==> config.mk <==
export PLATFORM = sky130hd
export DESIGN_NAME = adder_arb
export DESIGN_NICKNAME = d
export VERILOG_FILES = /design/src/rtl/adder_arb.sv
export SDC_FILE = /design/constraint.sdc
export NUM_CORES = 1
export LEC_CHECK = 0
export BUFFER_PORTS_ARGS = -buffer_cell sky130_fd_sc_hd__buf_2
export CAP_MARGIN = 20
export CORE_MARGIN = 4
export CORE_UTILIZATION = 40
export CTS_CLUSTER_DIAMETER = 40
export DETAILED_ROUTE_END_ITERATION = 10
export PLACE_DENSITY = 0.67
export SKIP_LAST_GASP = 1
export SYNTH_ARGS = -nofsm -noshare
export SYNTH_HDL_FRONTEND = slang
export SYNTH_SLANG_ARGS = --single-unit
==> constraint.sdc <==
create_clock -name clk -period 17.4 [get_ports clk]
set_input_delay 0.87 -clock clk [delete_from_list [all_inputs] [get_ports clk]]
set_output_delay 0.87 -clock clk [all_outputs]
set_load 0.02 [all_outputs]
==> src/rtl/adder_arb.sv <==
// -----------------------------------------------------------------------------
// adder_arb
//
// Purpose:
//   Shares a single cl_adder among C_NUM_REQ requesters. An FSM
//   (IDLE -> CALC -> DONE) grants one requester and latches its operands.
//   It then gives the adder C_SETTLE cycles to settle, registers the
//   C_WIDTH+1 bit sum and pulses a one-cycle ack to the served requester.
//
//   Winner selection is round-robin by default: the search starts one
//   above the last served index and wraps around. When the macro
//   ADDER_ARB_FIXED_PRIORITY_EN is defined, selection is fixed priority
//   instead: the lowest index wins and no last-served state is kept.
//
// Parameters:
//   C_WIDTH    operand width in bits (4..64)
//   C_NUM_REQ  number of requesters (2..8)
//   C_SETTLE   adder settle cycles spent in CALC (1..15)
//
// Ports:
//   clk           single clock, rising edge
//   reset_n       asynchronous active-low reset
//   req           per-requester request level
//   a_in, b_in    packed operands, requester k at [k*C_WIDTH +: C_WIDTH]
//   ack           one-hot, one-cycle completion pulse
//   result        registered unsigned sum including carry-out
//   result_id     index of the requester that owns result
//   result_valid  high exactly while ack is high
//   busy          high whenever the FSM is not IDLE
//
// Configuration macro: ADDER_ARB_FIXED_PRIORITY_EN
// -----------------------------------------------------------------------------

// -----------------------------------------------------------------------------
// cl_adder
//   Team adder: unsigned C_WIDTH + C_WIDTH -> C_WIDTH+1 bit sum built from
//   per-bit generate/propagate terms.
// Ports:
//   i_a, i_b  operands
//   o_sum     sum with carry-out in the MSB
// -----------------------------------------------------------------------------
module cl_adder #(
    parameter int C_WIDTH = 32
) (
    input  logic [C_WIDTH-1:0] i_a,
    input  logic [C_WIDTH-1:0] i_b,
    output logic [C_WIDTH:0]   o_sum
);

    logic [C_WIDTH-1:0] w_gen;
    logic [C_WIDTH-1:0] w_prop;

    assign w_gen  = i_a & i_b;
    assign w_prop = i_a ^ i_b;

    // The carry is a procedural local so the chain is not a combinational
    // loop through one module-level vector.
    always_comb begin
        logic v_carry;
        // NOTE: every output of a combinational block gets a default before
        // any conditional or partial assignment, so no latch is inferred.
        v_carry = 1'b0;
        o_sum   = '0;
        for (int i = 0; i < C_WIDTH; i++) begin
            o_sum[i] = w_prop[i] ^ v_carry;
            v_carry  = w_gen[i] | (w_prop[i] & v_carry);
        end
        o_sum[C_WIDTH] = v_carry;
    end

endmodule

// -----------------------------------------------------------------------------
// adder_arb top
// -----------------------------------------------------------------------------
module adder_arb #(
    parameter int C_WIDTH   = 32,
    parameter int C_NUM_REQ = 4,
    parameter int C_SETTLE  = 2
) (
    input  logic                           clk,
    input  logic                           reset_n,
    input  logic [C_NUM_REQ-1:0]           req,
    input  logic [C_NUM_REQ*C_WIDTH-1:0]   a_in,
    input  logic [C_NUM_REQ*C_WIDTH-1:0]   b_in,
    output logic [C_NUM_REQ-1:0]           ack,
    output logic [C_WIDTH:0]               result,
    output logic [$clog2(C_NUM_REQ)-1:0]   result_id,
    output logic                           result_valid,
    output logic                           busy
);

    localparam int             ID_W     = $clog2(C_NUM_REQ);
    localparam logic [3:0]     CNT_LOAD = 4'(C_SETTLE);
    localparam logic [ID_W-1:0] LAST_RST = ID_W'(C_NUM_REQ - 1);

    typedef enum logic [1:0] {
        ST_IDLE = 2'd0,
        ST_CALC = 2'd1,
        ST_DONE = 2'd2
    } state_t;

    // FSM and in-flight operation
    state_t              r_state;
    logic [3:0]          r_cnt;
    logic [C_WIDTH-1:0]  r_a;
    logic [C_WIDTH-1:0]  r_b;
    logic [ID_W-1:0]     r_id;

    // Registered outputs
    logic [C_WIDTH:0]    r_result;
    logic [ID_W-1:0]     r_result_id;
    logic [C_NUM_REQ-1:0] r_ack;
    logic                r_valid;

    // Combinational helpers
    logic [ID_W-1:0]     w_win_id;
    logic [C_WIDTH:0]    w_sum;
    logic [C_NUM_REQ-1:0] w_id_onehot;

    // -------------------------------------------------------------------------
    // Winner selection
    // -------------------------------------------------------------------------
`ifdef ADDER_ARB_FIXED_PRIORITY_EN

    // Lowest set index wins: scan downward so the last hit is the lowest.
    always_comb begin
        w_win_id = '0;
        for (int i = C_NUM_REQ - 1; i >= 0; i--) begin
            if (req[i]) begin
                w_win_id = ID_W'(i);
            end
        end
    end

`else

    localparam logic [ID_W:0] NUM_REQ_W = (ID_W + 1)'(C_NUM_REQ);

    logic [ID_W-1:0] r_last;

    // Round-robin: probe last+1, last+2, ... wrapping modulo C_NUM_REQ.
    // The offset C_NUM_REQ comes back to r_last itself, so a lone request
    // from the last-served requester is still granted.
    always_comb begin
        logic [ID_W:0] v_pos;
        logic          v_found;
        w_win_id = '0;
        v_pos    = '0;
        v_found  = 1'b0;
        for (int i = 1; i <= C_NUM_REQ; i++) begin
            v_pos = {1'b0, r_last} + (ID_W + 1)'(i);
            if (v_pos >= NUM_REQ_W) begin
                v_pos = v_pos - NUM_REQ_W;
            end
            if (!v_found && req[v_pos[ID_W-1:0]]) begin
                w_win_id = v_pos[ID_W-1:0];
                v_found  = 1'b1;
            end
        end
    end

`endif

    // -------------------------------------------------------------------------
    // Shared adder: sees only the latched operands, never the live inputs
    // -------------------------------------------------------------------------
    cl_adder #(
        .C_WIDTH (C_WIDTH)
    ) u_adder (
        .i_a   (r_a),
        .i_b   (r_b),
        .o_sum (w_sum)
    );

    assign w_id_onehot = {{(C_NUM_REQ-1){1'b0}}, 1'b1} << r_id;

    // -------------------------------------------------------------------------
    // Control FSM with registered outputs
    // -------------------------------------------------------------------------
    always_ff @(posedge clk or negedge reset_n) begin
        if (!reset_n) begin
            // NOTE: operand registers are reset as well, so the adder output
            // is never X even though it is only sampled in CALC.
            r_state     <= ST_IDLE;
            r_cnt       <= '0;
            r_a         <= '0;
            r_b         <= '0;
            r_id        <= '0;
            r_result    <= '0;
            r_result_id <= '0;
            r_ack       <= '0;
            r_valid     <= 1'b0;
`ifndef ADDER_ARB_FIXED_PRIORITY_EN
            r_last      <= LAST_RST;
`endif
        end else begin
            // NOTE: state registers use non-blocking assignment so every
            // branch reads pre-edge values, matching real flip-flops.
            case (r_state)
                ST_IDLE: begin
                    if (|req) begin
                        r_a     <= a_in[w_win_id*C_WIDTH +: C_WIDTH];
                        r_b     <= b_in[w_win_id*C_WIDTH +: C_WIDTH];
                        r_id    <= w_win_id;
                        r_cnt   <= CNT_LOAD;
                        r_state <= ST_CALC;
                    end
                end

                ST_CALC: begin
                    // The count holds the number of CALC cycles left,
                    // including the current one.
                    if (r_cnt == 4'd1) begin
                        r_result    <= w_sum;
                        r_result_id <= r_id;
                        r_ack       <= w_id_onehot;
                        r_valid     <= 1'b1;
                        r_cnt       <= '0;
                        r_state     <= ST_DONE;
                    end else begin
                        r_cnt <= r_cnt - 4'd1;
                    end
                end

                ST_DONE: begin
                    r_ack   <= '0;
                    r_valid <= 1'b0;
`ifndef ADDER_ARB_FIXED_PRIORITY_EN
                    r_last  <= r_result_id;
`endif
                    r_state <= ST_IDLE;
                end

                default: begin
                    r_ack   <= '0;
                    r_valid <= 1'b0;
                    r_cnt   <= '0;
                    r_state <= ST_IDLE;
                end
            endcase
        end
    end

    // Unused when LAST_RST is not referenced in the fixed-priority build.
`ifdef ADDER_ARB_FIXED_PRIORITY_EN
    logic w_unused_last;
    assign w_unused_last = ^LAST_RST;
`endif

    assign ack          = r_ack;
    assign result       = r_result;
    assign result_id    = r_result_id;
    assign result_valid = r_valid;
    assign busy         = (r_state != ST_IDLE);

endmodule

Word level (Yosys, flattened, before mapping). Index checks and enable logic that the tools add are counted.

Bits in registers: 114. Bits in latches: 0. Bits in writable memories: 0. ROM bits: 0. Input bits: 262. Logic and storage cells: 175. Memories kept: 0.

Add/subtract/negate cells: 9. Multipliers: 0. Div/mod/pow operators: 0. $lt $le $gt $ge: 8. Equal/unequal tests: 5. Shifts and indexed selects: 3. Multiplexer cells: 29. Bitwise gates (word level): 97. Reductions and logical operators: 14.

Operators with widths (number): $shiftx A128 B8 Y32 (2); $and A32 B32 Y32 (1); $xor A32 B32 Y32 (1); $and A1 B1 Y1 (31); $or A1 B1 Y1 (31); $xor A1 B1 Y1 (31); $mux W2 (10); $ge A3 B3 Y1 const B (4); $lt A2 B3 Y1 const B (4); $mux W4 (3); $pmux W4 S3 (1); $reduce_and A2 Y1 (5); $bmux W1 S2 (4); $mux W1 (8); $pmux W4 S2 (1); $sub A2 B1 Y2 const B (4); $add A2 B2 Y3 const B (2); $eq A4 B1 Y1 const B (1); $ne A2 B2 Y1 const B (2); $pmux W2 S2 (1); $reduce_or A4 Y1 (1); $shl A1 B2 Y4 const A (1); $sub A4 B1 Y4 const B (1); $add A2 B1 Y3 const B (1); 9 further kinds (14).

Logic depth before layout (Yosys ltp).
Word-level depth: 63. Mapped depth: 34. Mapped depth without buffers: 34.

Cells and area by module. Synthesis repeated with hierarchy kept, for this count alone.

Cells, all modules: 615. Area total of the unflattened synthesis: 6891.6 µm².

By module, submodules not included: adder_arb (times used 1, cells an instance 578, area an instance 6239.7 µm², sequential area each 2855.2 µm²); cl_adder (times used 1, cells an instance 37, area an instance 651.9 µm², sequential area each 0.0 µm²).

Worst setup path after synthesis. OpenSTA, ideal clock, no wires.

Kind: register -> register. From: register r_a[0]. To: register r_result[31] (netlist: result[31]). Library setup time: 83 ps. Data arrival time: 12512 ps. Data required time: 17317 ps. Path slack: 4805 ps. Stages on the path, launching flop included: 35. Path buffers: 0. Cells stage by stage: dfrtp_1 -> ha_1 -> fa_1 -> fa_1 -> fa_1 -> fa_1 -> fa_1 -> fa_1 -> fa_1 -> fa_1 -> fa_1 -> fa_1 -> fa_1 -> fa_1 -> fa_1 -> fa_1 -> fa_1 -> fa_1 -> fa_1 -> fa_1 -> fa_1 -> fa_1 -> fa_1 -> fa_1 -> fa_1 -> fa_1 -> fa_1 -> fa_1 -> fa_1 -> fa_1 -> fa_1 -> fa_1 -> inv_1 -> fa_1 -> o21ai_0.

Longest elaborated chain between the ends: 62.

RTL lines: start: declaration (line 106) `logic [C_WIDTH-1:0] r_a;`; start signal: assignment (line 203) `r_a <= a_in[w_win_id*C_WIDTH +: C_WIDTH];`; $and A32 B32 Y32 (line 53) `assign w_gen = i_a & i_b;`; $and A1 B1 Y1 (line 66) `v_carry = w_gen[i] | (w_prop[i] & v_carry);`; $or A1 B1 Y1 (line 66); $and A1 B1 Y1 (line 66); $or A1 B1 Y1 (line 66); $and A1 B1 Y1 (line 66); $or A1 B1 Y1 (line 66); $and A1 B1 Y1 (line 66); (+46 left out); $or A1 B1 Y1 (line 66); $and A1 B1 Y1 (line 66); $or A1 B1 Y1 (line 66); $and A1 B1 Y1 (line 66); $or A1 B1 Y1 (line 66); $and A1 B1 Y1 (line 66); $or A1 B1 Y1 (line 66); $xor A1 B1 Y1 (line 65) `o_sum[i] = w_prop[i] ^ v_carry;`; end signal: assignment (line 215) `r_result <= w_sum;`; end: declaration (line 111) `logic [C_WIDTH:0] r_result;`.

No other way between the ends. A chain may end at the register's enable or synchronous reset.

Final worst setup path. Same ends and word-level chain as after synthesis.

==> flow_metrics.tcl <==
set metrics [dict create \
    worst_slack_ns 4.17 \
    grt_pass1_vias 6773 \
    grt-ovfl-total 0 \
    viasPerCell 5.02 \
    yosysMostFrequentCell "a211oi_2" \
    io_buffers 302 \
    start_util_pct 40.6 \
    mappedNetlistNets 1060 \
    dp_cells 1279 \
    die_h_um 148 \
    wirelength_mm 22.1 \
    cts_max_path_buffers 2 \
    pre_cts_ws_ns 4.08 \
    die_area_sq_mm 0.0220 \
    drt-initial-drc-count 317 \
    drc_errors 0 \
    ant_nets 0 \
    synth_common_cells "a211oi_2, dfrtp_1, nand2_1" \
    coreArea_sq_mm 0.0195 \
    synth_seq_cells 114 \
    async_flop_share_pct 100 \
    layout.cells.non_filler 1312 \
    ys_top_cells_by_area "dfrtp_1, a211oi_2, mux2i_1, fa_1, nand2_1" \
    grt_usage_pct 20.2 \
    fin_worst_skew_ns 0.00659 \
    critical-path-max-stage-delay_ns 0.44 \
    syn_inst 764 \
    synth_cell_types 44 \
    yosysTopAreaCell "dfrtp_1" \
    worst_pin_slew_ns 1.08 \
    cp-start-kind "flop" \
    fin_tns_setup_ns 0 \
    clock_latency_ns 0.40 \
    num_io_pins 303 \
    grt_pass1_wl_mm 35.3 \
    die_x_um 148 \
    final_hold_viol_count 0 \
    syn_area_per_cell_sq_um 10.3 \
    leakage_nw 4.78 \
    outcome "complete, no violations" \
    post-route-min-period_ns 13.23 \
    rsz0062_at_grt "false" \
    synth-edff-count 0 \
    drive_gt1_share_pct 45.6 \
    relSlewSlack_pct 28.1 \
    antenna_found_initial 2 \
    reg2reg_slack_ns 4.17 \
    criticalPathCategory "reg2reg" \
    syn_area_sq_mm 0.00790 \
    fillCellCount 1830 \
    ys_warn_count 0 \
    syn2layout_area_growth_pct 26.6 \
    path_common_cell "fa_1" \
    vdd_ir_drop_max_uv 73.2 \
    cts_hold_buf 0 \
    crit_fanout 2 \
    timing.final.crit_share_pct 76.1 \
    htree_levels 4 \
    post_cts_buffers 0 \
    finalInstanceArea_sq_mm 0.00999 \
    place_congestion 0.791 \
    yosysTopAreaCellShare_pct 35.5 \
    cts_sinks 114 \
    placed_area_sq_mm 0.00938 \
    cts_tree "done" \
    hp-class "in2async" \
    drtPass1Iterations 4 \
    worstPathRequired_ns 17.72 \
    numCtsBuffers 17 \
    nets 1329 \
    slowest_stage "fa_1" \
    drv_slew 0 \
    critical_path_arrival_ns 13.55 \
    cts_root_buf "clkbuf_16" \
    dp_hpwl_mm 16.2 \
    vias 6586 \
    seq_area_frac_synth_pct 36.2 \
    max_freq_mhz 75.6 \
    clk_pin_slew_ns 0.05 \
    end_kind "flop" \
    final-setup-viol-count 0 \
    maxCapViolations 0 \
    grt_max_degree 69 \
    row_count 51 \
    synthFlopType "dfrtp_1" \
    wl_per_cell_um 16.9 \
    post_cts_resized 0 \
    powerDensity_mw_per_mm2 174 \
]
[per-layer routing]
metal | global-route usage (%) | routed length [um] | vias up
met5 | 0 | 0 | -
met4 | 5.82 | 331 | 0
met3 | 4.14 | 1220 | 19
met2 | 35.2 | 11400 | 206
li1 | - | - | 3226
met1 | 25.4 | 9170 | 3135
[critical path: cells and delay by family, from the launching register on]
family	cells	cell delay, ns
flops	1	0.37
buf+inv	1	0.08
compound gates	1	0.17
fa+ha+maj	32	12.54
[metrics by stage]
stage | power, mW | hold WS, ns | util [%]
after floorplan | 1.20 | 0.466 | -
after global placement | 1.37 | 0.454 | 48.1
after detailed placement | 1.40 | 0.456 | 48.2
after CTS | 1.77 | 0.469 | 51.3
after global routing | 1.89 | 0.494 | 51.3
final | 1.74 | 0.466 | 51.3
[cells by family after synthesis]
| family | count (synthesis) | synth area share (%) |
|---|---|---|
| flops | 114 | 36.2 |
| mux | 65 | 8.26 |
| compound gates | 213 | 26.7 |
| simple gates | 203 | 10.8 |
| buf+inv | 135 | 9.83 |
| fa+ha+maj | 34 | 8.34 |
[placed cells by master (no fill, tap or decap), drive strengths merged, types with 3 or more instances in the layout]
master  instances
nor2b           4
clkinv          3
or2             3
fa             31
a211oi        128
ha              3
bufinv          3
o21ai          16
inv            71
buf           313
dfrtp         112
a31oi          64
clkbuf         26
mux2i          64
nor2           74
nand3           4
nand2         111
[report_power, final]
| part | leakage, nW | internal [mW] | switching, mW |
|---|---|---|---|
| sequential | 1.32 | 0.401 | 0.0996 |
| combinational | 3.16 | 0.350 | 0.534 |
| clock | 0.300 | 0.243 | 0.114 |
| total | 4.78 | 0.994 | 0.748 |
[final timing paths]
check | cells past startpoint | from | to
worst max-delay path | 34 | r_a[0] | result[31]
worst min-delay path | 1 | reset_n | result[8]
worst max register to register | 34 | r_a[0] | result[31]
worst min register to register | 2 | result[24] | result[24]
max in group asynchronous | 2 | reset_n | result[25]
min in group clk | 2 | result[24] | result[24]
[state kept, by name, summed over array words and instances, names as in the netlist]
signal / cells
r_a: 32
r_last: 2
r_id: 2
ack: 4
result_id: 2
r_state: 2
result: 33
r_cnt: 4
result_valid: 1
r_b: 32
[final cells by class]
cell class	count	area, sq um	share of cell area (%)
diodes	2	5.00	0.0501
clock buffers	26	509	5.10
clock inverters	5	100	1.00
inverters	72	270	2.70
multi-input cells	515	4310	43.2
flip-flops and latches	114	2860	28.6
well taps	265	332	3.32
repair buffers	313	1610	16.1
Note: power is estimated with default switching activity, not from simulation.
